### src/rtl/dct_pingpong_ctrl.sv
// Ping-pong bank sequencer for the 2-D DCT transpose stage: row-major fill, column-major drain.
// Optional status logic (overflow_err, blk_cnt) is built when DCT_PP_STATUS_EN is defined.
module dct_pingpong_ctrl #(
    parameter int unsigned N      = 8,
    parameter int unsigned RD_LAT = 1
) (
    input  logic                        clk,
    input  logic                        rst,
    input  logic                        in_valid,
    output logic                        in_ready,
    output logic                        wr_en,
    output logic                        wr_bank,
    output logic [2*$clog2(N)-1:0]      wr_addr,
    input  logic                        out_ready,
    output logic                        rd_en,
    output logic                        rd_bank,
    output logic [2*$clog2(N)-1:0]      rd_addr,
    output logic                        out_valid,
    output logic                        out_first,
    output logic                        out_last,
    output logic                        overflow_err,
    output logic [15:0]                 blk_cnt
);
    localparam int unsigned LW  = $clog2(N);
    localparam int unsigned AW  = 2 * LW;
    localparam int unsigned LAT = RD_LAT;

    typedef enum logic [1:0] {
        EMPTY    = 2'd0,
        FILLING  = 2'd1,
        FULL     = 2'd2,
        DRAINING = 2'd3
    } bank_state_t;

    bank_state_t     state_q [2];
    bank_state_t     state_d [2];
    logic            wr_bank_q, wr_bank_d;
    logic            rd_bank_q, rd_bank_d;
    logic [AW-1:0]   wr_addr_q, wr_addr_d;
    logic [LW-1:0]   rd_row_q, rd_row_d;
    logic [LW-1:0]   rd_col_q, rd_col_d;
    logic [LAT-1:0]  vld_q, vld_d;
    logic [LAT-1:0]  first_q, first_d;
    logic [LAT-1:0]  last_q, last_d;

    logic wr_last;
    logic rd_first;
    logic rd_last;
    logic rd_avail;

    assign in_ready = (state_q[wr_bank_q] == EMPTY) || (state_q[wr_bank_q] == FILLING);
    assign wr_en    = in_valid & in_ready;
    assign rd_avail = (state_q[rd_bank_q] == FULL) || (state_q[rd_bank_q] == DRAINING);
    assign rd_en    = out_ready & rd_avail;

    assign wr_last  = &wr_addr_q;
    assign rd_first = (rd_row_q == '0) && (rd_col_q == '0);
    assign rd_last  = (&rd_row_q) && (&rd_col_q);

    assign wr_bank   = wr_bank_q;
    assign wr_addr   = wr_addr_q;
    assign rd_bank   = rd_bank_q;
    assign rd_addr   = {rd_row_q, rd_col_q};
    assign out_valid = vld_q[LAT-1];
    assign out_first = first_q[LAT-1];
    assign out_last  = last_q[LAT-1];

    // Next-state: bank lifecycle, address walkers and the read-latency strobe pipeline.
    always_comb begin
        for (int b = 0; b < 2; b++) state_d[b] = state_q[b];
        wr_bank_d = wr_bank_q;
        rd_bank_d = rd_bank_q;
        wr_addr_d = wr_addr_q;
        rd_row_d  = rd_row_q;
        rd_col_d  = rd_col_q;
        vld_d     = (vld_q << 1)   | LAT'(rd_en);
        first_d   = (first_q << 1) | LAT'(rd_en & rd_first);
        last_d    = (last_q << 1)  | LAT'(rd_en & rd_last);

        if (wr_en) begin
            if (wr_last) begin
                state_d[wr_bank_q] = FULL;
                wr_bank_d          = ~wr_bank_q;
                wr_addr_d          = '0;
            end else begin
                state_d[wr_bank_q] = FILLING;
                wr_addr_d          = wr_addr_q + AW'(1);
            end
        end

        // Write and read banks are never in overlapping states, so both updates can apply.
        if (rd_en) begin
            if (rd_last) begin
                state_d[rd_bank_q] = EMPTY;
                rd_bank_d          = ~rd_bank_q;
            end else begin
                state_d[rd_bank_q] = DRAINING;
            end
            rd_row_d = rd_row_q + LW'(1);
            if (&rd_row_q) rd_col_d = rd_col_q + LW'(1);
        end
    end

    always_ff @(posedge clk or posedge rst) begin
        if (rst) begin
            for (int b = 0; b < 2; b++) state_q[b] <= EMPTY;
            wr_bank_q <= 1'b0;
            rd_bank_q <= 1'b0;
            wr_addr_q <= '0;
            rd_row_q  <= '0;
            rd_col_q  <= '0;
            vld_q     <= '0;
            first_q   <= '0;
            last_q    <= '0;
        end else begin
            for (int b = 0; b < 2; b++) state_q[b] <= state_d[b];
            wr_bank_q <= wr_bank_d;
            rd_bank_q <= rd_bank_d;
            wr_addr_q <= wr_addr_d;
            rd_row_q  <= rd_row_d;
            rd_col_q  <= rd_col_d;
            vld_q     <= vld_d;
            first_q   <= first_d;
            last_q    <= last_d;
        end
    end

`ifdef DCT_PP_STATUS_EN
    localparam int unsigned CW = 16;

    logic          ovf_q, ovf_d;
    logic [CW-1:0] blk_q, blk_d;

    // Sticky overflow and drained-block counter (wraps naturally).
    always_comb begin
        ovf_d = ovf_q | (in_valid & ~in_ready);
        blk_d = blk_q;
        if (rd_en & rd_last) blk_d = blk_q + CW'(1);
    end

    always_ff @(posedge clk or posedge rst) begin
        if (rst) begin
            ovf_q <= 1'b0;
            blk_q <= '0;
        end else begin
            ovf_q <= ovf_d;
            blk_q <= blk_d;
        end
    end

    assign overflow_err = ovf_q;
    assign blk_cnt      = blk_q;
`else
    assign overflow_err = 1'b0;
    assign blk_cnt      = '0;
`endif

endmodule

### config.mk
export PLATFORM = sky130hd
export DESIGN_NAME = dct_pingpong_ctrl
export DESIGN_NICKNAME = d
export VERILOG_FILES = /design/src/rtl/dct_pingpong_ctrl.sv
export SDC_FILE = /design/constraint.sdc
export NUM_CORES = 1
export LEC_CHECK = 0
export ABC_AREA = 1
export BUFFER_PORTS_ARGS = -buffer_cell sky130_fd_sc_hd__clkbuf_2
export CAP_MARGIN = 20
export CELL_PAD_IN_SITES_DETAIL_PLACEMENT = 0
export CELL_PAD_IN_SITES_GLOBAL_PLACEMENT = 1
export CORE_ASPECT_RATIO = 1.2
export CORE_MARGIN = 3
export CORE_UTILIZATION = 32
export CTS_CLUSTER_SIZE = 28
export DETAILED_ROUTE_END_ITERATION = 7
export GPL_TIMING_DRIVEN = 0
export PLACE_DENSITY = 0.78
export RECOVER_POWER = 100
export SLEW_MARGIN = 10
export SYNTH_ARGS = -nofsm -noshare
export SYNTH_HDL_FRONTEND = slang
export SYNTH_SLANG_ARGS = --single-unit
### constraint.sdc
create_clock -name clk -period 1.12 [get_ports clk]
set_input_delay 0.056 -clock clk [delete_from_list [all_inputs] [get_ports clk]]
set_output_delay 0.056 -clock clk [all_outputs]
set_load 0.01 [all_outputs]
# Word-level counts from Yosys, hierarchy flattened
# Cells that the tools add are included.
[classes] bitwise=17 muxes=15 n_lt_le_gt_ge=4 reduce_logical=15 n_addsub=3 eq_ne=3
[ops] cell="$mux W2" count=8
[ops] cell="$mux W4" count=4
[ops] cell="$reduce_and A7 Y1" count=1
[ops] cell="$add A3 B1 Y3 const B" count=2
[ops] cell="$add A6 B1 Y6 const B" count=1
[ops] cell="$logic_not A3 Y1" count=2
[ops] cell="$mux W6" count=1
[ops] cell="$reduce_and A3 Y1" count=2
[ops] cell="$reduce_and A6 Y1" count=1
[ops] cell="$and A1 B1 Y1" count=4
[ops] cell="$and A2 B2 Y2" count=2
[ops] cell="$and A4 B4 Y4" count=1
[ops] cell="$demux W2 S1" count=2
[ops] cell="$eq A2 B2 Y1 const B" count=2
[ops] cell="$ge A2 B2 Y1 const B" count=2
[ops] cell="$logic_and A1 B1 Y1" count=4
[ops] cell="$lt A2 B1 Y1 const B" count=2
[ops] cell="$not A1 Y2" count=2
[ops] cell="$not A2 Y2" count=2
[ops] cell="$not A4 Y4" count=1
[ops] cell="$or A2 B2 Y2" count=2
[ops] cell="$or A4 B4 Y4" count=1
[ops] cell="$reduce_and A4 Y1" count=1
[ops] cell="$eq A2 B1 Y1 const B" count=1
[ops] cell="other kinds (4)" count=6
[word_totals] elab_cells=67 input_bits=4 out_inout_bits=37 reg_bits=21

# Depth between registers and ports, before layout
# Gate-level depths: netlist of the first run.
[logic_depth] ltp_word=12 ltp_mapped=7 ltp_nobuf=7

# Least setup slack after synthesis of the first run
# Ideal clock, no wire load.
[synth_path] path_kind="reg-to-reg" start="register rd_row_q[0]" end="register rd_bank_q, in the netlist rd_bank" setup_ns=0.120 path_buffers=0 period_less_slack_ns=1.212 setup_slack_ns=-0.092 path_stages_with_launch=7 required_time_ns=1.000 arrival_time_ns=1.092 path_cell_list="dfrtp_1 -> ha_1 -> ha_1 -> nand2_1 -> inv_1 -> nand3_2 -> nand2_1"
[synth_between] elab_chain_cells=3
[synth_lines] item="start, declared" line_no="40" rtl="logic [LW-1:0] rd_row_q, rd_row_d;"
[synth_lines] item="start signal, assigned" line_no="120" rtl="rd_row_q <= rd_row_d;"
[synth_lines] item="$reduce_and A3 Y1"
[synth_lines] item="$logic_and A1 B1 Y1" line_no="58" rtl="assign rd_last = (&rd_row_q) && (&rd_col_q);"
[synth_lines] item="$reduce_and A2 Y1 (no line)"
[synth_lines] item="end signal, assigned" line_no="118" rtl="rd_bank_q <= rd_bank_d;"
[synth_lines] item="end, declared" line_no="38" rtl="logic rd_bank_q, rd_bank_d;"
# No other way between the ends.
# A chain may end at the register's enable or synchronous reset.

# Worst setup path after layout of the first run
[layout_path] start="register state_q[1] (netlist bit)" end="output port rd_en"
[layout_between] elab_chain_cells=6 elab_cells_between_ends=7 classes_between="eq/ne (2); mux (3); bitwise (1); reduce/logical (1)"
[layout_lines] item="start, declared" line_no="35" rtl="bank_state_t state_q [2];"
[layout_lines] item="$mux W2 (not written as such) (*) (3 in series)" line_no="53" rtl="assign rd_avail = (state_q[rd_bank_q] == FULL) || (state_q[rd_bank_q] == DRAINING);"
[layout_lines] item="$eq A2 B2 Y1" line_no="53"
[layout_lines] item="$logic_or A1 B1 Y1 (*)" line_no="53"
[layout_lines] item="$and A1 B1 Y1 (*)" line_no="54" rtl="assign rd_en = out_ready & rd_avail;"
[layout_lines] item="end, declared" line_no="15" rtl="output logic rd_en,"
# Every way passes the cells marked *; elsewhere a longest branch is shown, timed or not. The select of a mux whose other input is x is not followed.

==> impl_metrics.xml, run 1 <==
<?xml version="1.0" encoding="UTF-8"?>
<metrics>
  <group name="timing">
    <metric name="period_minus_slack" unit="ns">1.193</metric>
    <metric name="finalSetupTns" unit="ns">-0.2637</metric>
    <metric name="hold_violations" unit="">0</metric>
    <metric name="postLayoutSetupSlackWorst" unit="ns">-0.07305</metric>
    <metric name="timing.fmax" unit="MHz">838.2</metric>
    <metric name="finalClockSkew" unit="ns">0.002336</metric>
    <metric name="unrepaired_setup_endpoints_after_global_routing" unit="">true</metric>
    <metric name="fin_crit_sh" unit="">1.065</metric>
    <metric name="holdWs" unit="ns">0.1481</metric>
    <metric name="setup_viol" unit="">11</metric>
    <metric name="final-max-slew-violation-count" unit="">0</metric>
  </group>
  <group name="setup_path">
    <metric name="startpoint_type" unit="">flip-flop</metric>
    <metric name="critical_path.n_buffers_inverters" unit="">1</metric>
    <metric name="worst_ep_required_time" unit="ns">1.06</metric>
    <metric name="path_max_fanout" unit="">5</metric>
    <metric name="critical_path_class" unit="">flip-flop to output port</metric>
    <metric name="slowest_delay" unit="ns">0.46</metric>
    <metric name="crit_path_top_delay_cell" unit="">dfrtp_2</metric>
    <metric name="crit_arrival" unit="ns">1.14</metric>
    <metric name="cell_chain_critical_path" unit="">o21ai_4 -&gt; nor2_4 -&gt; buf_6</metric>
    <metric name="timing.critical_path.max_delay_family" unit="">flip-flops</metric>
    <metric name="cp-end-kind" unit="">output port</metric>
  </group>
  <group name="finish">
    <metric name="fill_cells" unit="">355</metric>
    <metric name="regArea" unit="um^2">481.7</metric>
    <metric name="layout.cells.most_common_list" unit="">buf_4, nand2_1, conb_1</metric>
    <metric name="final_common_cell" unit="">buf_4</metric>
    <metric name="fin_nets" unit="">214</metric>
    <metric name="antenna_cells_inserted" unit="">0</metric>
    <metric name="multiInputGateArea" unit="um^2">683.2</metric>
    <metric name="area_growth_syn_to_layout" unit="%">46.79</metric>
    <metric name="post_route_cells_drive_above_1_share" unit="">0.4653</metric>
  </group>
  <group name="cts">
    <metric name="ctsHtreeMaxLevel" unit="">1</metric>
    <metric name="clk_path_buf_depth" unit="">2</metric>
    <metric name="worst_setup_hold_path_clk_slew" unit="ns">0.07</metric>
    <metric name="tritoncts_clock_tree" unit="">built</metric>
    <metric name="root_buffer" unit="">clkbuf_8</metric>
    <metric name="insertion_delay" unit="ns">0.25</metric>
    <metric name="number_of_buffers_created_by_cts" unit="">3</metric>
    <metric name="cts_num_sinks" unit="">19</metric>
  </group>
  <group name="synthesis">
    <metric name="syn_area_per_cell" unit="um^2">8.542</metric>
    <metric name="ys_types" unit="">24</metric>
    <metric name="synth.yosys.warnings" unit="">0</metric>
    <metric name="syn-cell-area" unit="um^2">1187</metric>
    <metric name="synthCells" unit="">139</metric>
    <metric name="seq_total_area_yosys" unit="">0.4004</metric>
    <metric name="ys_ff_latch" unit="">19</metric>
  </group>
  <group name="min_path">
    <metric name="hold_path.class" unit="">primary input to flip-flop</metric>
  </group>
  <group name="detailed_routing">
    <metric name="drtPass1Iterations" unit="">4</metric>
    <metric name="drc" unit="">0</metric>
    <metric name="dr.first_iter.drc_count" unit="">59</metric>
    <metric name="number_of_vias_in_the_routed_layout" unit="">1079</metric>
    <metric name="final_antenna_net_count" unit="">0</metric>
    <metric name="finalWirelength" unit="um">2784</metric>
    <metric name="vias_per_cell" unit="">4.515</metric>
    <metric name="avgRoutedWirePerCell" unit="um">11.65</metric>
  </group>
  <group name="outcome">
    <metric name="run_status" unit="">finished, violations left</metric>
    <metric name="failing_checks" unit="">negative setup slack</metric>
  </group>
  <group name="global_route">
    <metric name="grt_start_max_net_pins" unit="">20</metric>
    <metric name="antenna_found_initial" unit="">0</metric>
    <metric name="first_global_vias" unit="">995</metric>
    <metric name="gr-total-overflow" unit="">0</metric>
    <metric name="grt.total_usage" unit="">0.1314</metric>
    <metric name="global_route_wire_length_before_repair" unit="um">4436</metric>
  </group>
  <group name="floorplanning">
    <metric name="placement_rows" unit="">23</metric>
    <metric name="die_outline_height" unit="um">72.73</metric>
    <metric name="design.die.area" unit="um^2">4481</metric>
    <metric name="initial_core_util" unit="">0.3438</metric>
    <metric name="coreArea" unit="um^2">3453</metric>
    <metric name="die_x" unit="um">61.61</metric>
    <metric name="io-pin-count" unit="">41</metric>
  </group>
  <group name="power">
    <metric name="power_per_cell_area" unit="nW/um^2">1335</metric>
    <metric name="fin_total_pwr" unit="mW">2.326</metric>
    <metric name="power_leakage" unit="nW">0.9108</metric>
    <metric name="max-vdd-ir-drop" unit="mV">1.214</metric>
  </group>
  <group name="placed_design">
    <metric name="gpl.final_weighted_congestion" unit="">0.7450</metric>
    <metric name="place.detailed.hpwl" unit="um">1917</metric>
    <metric name="io_buffers" unit="">23</metric>
  </group>
  <group name="run">
    <metric name="drv_cap" unit="">0</metric>
  </group>
</metrics>
## per-layer routing
layer | up-vias | global-route usage | wire length [um]
li1 | 532 | - | -
met1 | 515 | 0.1523 | 1128
met2 | 30 | 0.2375 | 1514
met3 | 2 | 0.03894 | 133
met4 | 0 | 0.01887 | 8
met5 | - | 0 | 0
## repair_timing
action | CTS | global route
hold endpoints to repair | 19 | 0
pin swaps | 5 | 16
gates resized for setup | 14 | 23
setup endpoints to repair | 11 | 25
buffers inserted | 17 | 2
hold buffers | 1 | 0
## cells in the mapped netlist, drive strengths merged
master	count	area [um^2]
nor2	13	76.32
conb	1	3.750
nor3	1	5.000
ha	7	87.58
nand2	37	153.9
nand4	7	43.79
buf	17	127.6
xor2	2	17.52
a21oi	1	5.000
inv	18	67.56
o21ai	7	53.81
o31ai	1	7.510
dfrtp	19	475.5
nand3	8	62.56
## cell families (layout without fill, tap and decap cells)
kind of cell,count (synthesis),count (layout),share of synthesized area
adder cells (fa/ha/maj),7,7,0.07376
XOR/XNOR,2,2,0.01476
AO/OA/AOI/OAI,9,9,0.05585
other,1,17,0.003158
flip-flops,19,19,0.4004
buffers and inverters,35,82,0.1644
AND/OR/NAND/NOR,66,66,0.2877
## worst min-delay path: stages
cell and delay [ns]:
clkbuf_2 0.14, nand4_1 0.11, a21oi_1 0.06
## layout make-up
| class | count | share of cell area |
|---|---|---|
| inverter | 18 | 0.04523 |
| sequential | 19 | 0.2764 |
| clock buffer | 4 | 0.02584 |
| timing repair buffer | 43 | 0.1608 |
| buffer | 17 | 0.07322 |
| tap | 37 | 0.02656 |
| multi-input combinational | 101 | 0.3920 |
## worst paths after layout
| kind | from | endpoint | slack (ns) | depth (start not counted) |
|---|---|---|---|---|
| worst min register to register | wr_addr[4]$_DFFE_PP0N_ | wr_addr[4]$_DFFE_PP0N_ | 0.51 | 1 |
| max in group asynchronous | rst | rd_bank$_DFFE_PP0P_ | 0.49 | 3 |
| worst max register to register | rd_bank$_DFFE_PP0P_ | rd_col_q[1]$_DFFE_PP0P_ | -0.03 | 5 |
| worst min-delay path | in_valid | state_q[1]$_DFF_PP0_ | 0.15 | 3 |
| worst max-delay path | state_q[1]$_DFF_PP0_ | rd_en | -0.07 | 3 |
| min in group asynchronous | rst | out_last$_DFF_PP0_ | 0.34 | 3 |
## through the flow
step	util	cell area, um^2	std cells	setup slack, ns
3_3_place_gp	0.4181	1444	215	-0.03571
3_5_place_dp	0.4181	1444	215	-0.06815
4_1_cts	0.4841	1672	237	-0.07011
2_1_floorplan	-	1282	155	-0.006467
6_report	0.5047	1743	239	-0.07305
5_1_grt	0.5047	1743	239	-0.1066
## sequential cells by signal, summed over array words and instances, names as in the netlist
name,count
out_valid,1
rd_row_q,3
out_first,1
state_q,2
wr_addr,6
rd_col_q,3
wr_bank,1
out_last,1
rd_bank,1
## power breakdown
group          total, mW  internal (mW)  switching [mW]
Sequential         0.947          0.811           0.135
Combinational      0.896          0.420           0.475
Clock              0.484          0.253           0.231
Total               2.33           1.48           0.842
No activity file was read; power rests on OpenSTA's default activity.
==> run 2: changes to the inputs <==
RECOVER_POWER = 50   (was 100)
==> run 2 against run 1 <==
The flow still finishes with violations (negative setup slack). Register-to-register slack hardly changed. Flip-flop and latch count stayed put. Non-clock buffer count stayed put. Clock power is 1% lower. Via count is 0.19% lower. Clock skew is 0.0014 ns lower. Worst setup slack better by 0.0037 ns. Global-route usage stayed put. Worst hold slack better by 0.0025 ns. Critical path depth stayed put. Cell area is 0.86% higher. Power is 0.52% higher. Largest power group unchanged.
==> impl_metrics.xml, run 2 (same netlist as run 1, synthesis figures left out) <==
<?xml version="1.0" encoding="UTF-8"?>
<metrics>
  <group name="global_route">
    <metric name="global_route_wire_length_before_repair" unit="um">4436</metric>
    <metric name="grt_start_max_net_pins" unit="">20</metric>
    <metric name="first_global_vias" unit="">995</metric>
    <metric name="antenna_found_initial" unit="">0</metric>
    <metric name="grt.total_usage" unit="">0.1314</metric>
    <metric name="gr-total-overflow" unit="">0</metric>
  </group>
  <group name="min_path">
    <metric name="hold_path.class" unit="">primary input to flip-flop</metric>
  </group>
  <group name="finish">
    <metric name="fin_nets" unit="">214</metric>
    <metric name="antenna_cells_inserted" unit="">0</metric>
    <metric name="post_route_cells_drive_above_1_share" unit="">0.5248</metric>
    <metric name="final_cell_count_no_fill" unit="">239</metric>
    <metric name="largest_register_ff_count" unit="">6</metric>
    <metric name="final_common_cell" unit="">buf_4</metric>
    <metric name="post-route-util" unit="">0.5091</metric>
    <metric name="layout.cells.most_common_list" unit="">buf_4, nand2_1, clkbuf_2</metric>
    <metric name="area_growth_syn_to_layout" unit="%">48.05</metric>
  </group>
  <group name="power">
    <metric name="power_leakage" unit="nW">0.9447</metric>
    <metric name="max-vdd-ir-drop" unit="mV">1.210</metric>
    <metric name="power_per_cell_area" unit="nW/um^2">1330</metric>
  </group>
  <group name="outcome">
    <metric name="failing_checks" unit="">negative setup slack</metric>
    <metric name="run_status" unit="">finished, violations left</metric>
  </group>
  <group name="floorplanning">
    <metric name="die_outline_height" unit="um">72.73</metric>
    <metric name="initial_core_util" unit="">0.3438</metric>
    <metric name="design.die.area" unit="um^2">4481</metric>
    <metric name="io-pin-count" unit="">41</metric>
    <metric name="coreArea" unit="um^2">3453</metric>
    <metric name="die_x" unit="um">61.61</metric>
    <metric name="placement_rows" unit="">23</metric>
  </group>
  <group name="cts">
    <metric name="ctsHtreeMaxLevel" unit="">1</metric>
    <metric name="cts_num_sinks" unit="">19</metric>
    <metric name="tritoncts_clock_tree" unit="">built</metric>
    <metric name="root_buffer" unit="">clkbuf_8</metric>
    <metric name="worst_setup_hold_path_clk_slew" unit="ns">0.07</metric>
    <metric name="number_of_buffers_created_by_cts" unit="">3</metric>
    <metric name="clk_path_buf_depth" unit="">2</metric>
    <metric name="insertion_delay" unit="ns">0.25</metric>
  </group>
  <group name="detailed_routing">
    <metric name="finalWirelength" unit="um">2777</metric>
    <metric name="drtPass1Iterations" unit="">4</metric>
    <metric name="drc" unit="">0</metric>
    <metric name="dr.first_iter.drc_count" unit="">57</metric>
    <metric name="final_antenna_net_count" unit="">0</metric>
    <metric name="vias_per_cell" unit="">4.506</metric>
    <metric name="avgRoutedWirePerCell" unit="um">11.62</metric>
    <metric name="number_of_vias_in_the_routed_layout" unit="">1077</metric>
  </group>
  <group name="timing">
    <metric name="fin_crit_sh" unit="">1.062</metric>
    <metric name="finalSetupTns" unit="ns">-0.2347</metric>
    <metric name="setup_viol" unit="">11</metric>
    <metric name="period_minus_slack" unit="ns">1.189</metric>
    <metric name="timing.fmax" unit="MHz">840.8</metric>
    <metric name="postLayoutSetupSlackWorst" unit="ns">-0.06935</metric>
    <metric name="unrepaired_setup_endpoints_after_global_routing" unit="">true</metric>
    <metric name="final-max-slew-violation-count" unit="">0</metric>
    <metric name="hold_violations" unit="">0</metric>
    <metric name="finalClockSkew" unit="ns">0.0009764</metric>
  </group>
  <group name="setup_path">
    <metric name="worst_ep_required_time" unit="ns">1.06</metric>
    <metric name="cp-end-kind" unit="">output port</metric>
    <metric name="critical_path_class" unit="">flip-flop to output port</metric>
    <metric name="path_max_fanout" unit="">5</metric>
    <metric name="crit_arrival" unit="ns">1.13</metric>
    <metric name="startpoint_type" unit="">flip-flop</metric>
  </group>
  <group name="placed_design">
    <metric name="dp.cells" unit="">215</metric>
    <metric name="gpl.final_weighted_congestion" unit="">0.7450</metric>
    <metric name="io_buffers" unit="">23</metric>
    <metric name="place.detailed.hpwl" unit="um">1917</metric>
  </group>
  <group name="run">
    <metric name="drv_cap" unit="">0</metric>
  </group>
</metrics>
[run 2: changes by cell type in the layout (fill, tap and decap cells not counted)]
cell and change:
clkbuf_1 -11, clkbuf_2 +11, dfrtp_1 -1, dfrtp_2 +1
[run 2: worst paths after layout]
kind / from / end / slack [ns] / cells after the start
max in group asynchronous: rst / rd_bank$_DFFE_PP0P_ / 0.49 / 3
min reg2reg: wr_addr[4]$_DFFE_PP0N_ / wr_addr[4]$_DFFE_PP0N_ / 0.51 / 1
min in group asynchronous: rst / out_valid$_DFF_PP0_ / 0.35 / 3
min: in_valid / state_q[1]$_DFF_PP0_ / 0.15 / 3
max: state_q[1]$_DFF_PP0_ / rd_en / -0.07 / 3
max reg2reg: rd_bank$_DFFE_PP0P_ / rd_col_q[1]$_DFFE_PP0P_ / -0.02 / 5
[run 2: metal layers]
| metal | vias to the layer above | share of wire | global-route usage |
|---|---|---|---|
| li1 | 531 | - | - |
| met1 | 515 | 0.41 | 0.1523 |
| met2 | 29 | 0.54 | 0.2375 |
| met3 | 2 | 0.044 | 0.03894 |
| met4 | 0 | 0.0029 | 0.01887 |
| met5 | - | 0 | 0 |
[run 2: area by class of cell]
type,instances,area (um^2)
fillers,347,1695
well taps,37,46.29
flip-flops and latches,19,483.0
multi-input cells,101,683.2
plain buffers,17,127.6
repair buffers,43,294.0
inverters,18,78.83
clock buffers,4,45.04
[run 2: critical path, cell delays in order, from the launching register on]
cell and delay, ns:
dfrtp_2 0.46, o21ai_4 0.23, nor2_4 0.07, buf_6 0.12
[run 2: power breakdown]
| group | switching [mW] | leakage, nW | total [mW] | internal [mW] |
|---|---|---|---|---|
| combinational | 0.474 | 0.690 | 0.912 | 0.439 |
| clock | 0.226 | 0.0228 | 0.479 | 0.253 |
| sequential | 0.136 | 0.232 | 0.947 | 0.811 |
| total | 0.836 | 0.945 | 2.34 | 1.50 |
[run 2: what timing repair did]
action / CTS / global route
pin swaps: 5 / 16
buffers inserted: 17 / 2
resized for setup: 14 / 23
endpoints found under the hold margin: 19 / 0
endpoints found under the setup margin: 11 / 25
hold buffers: 1 / 0
[run 2: metrics by stage]
step                      cell area [um^2]  power (mW)  hold WS [ns]  worst slack, ns
after floorplan                       1282       1.420      0.006992        -0.006467
after global placement                1444       1.625        0.2027         -0.03571
after detailed placement              1444       1.657        0.2049         -0.06815
after CTS                             1672       2.337        0.1262         -0.07011
after global routing                  1758       2.542        0.1755          -0.1066
final                                 1758       2.338        0.1505         -0.06935
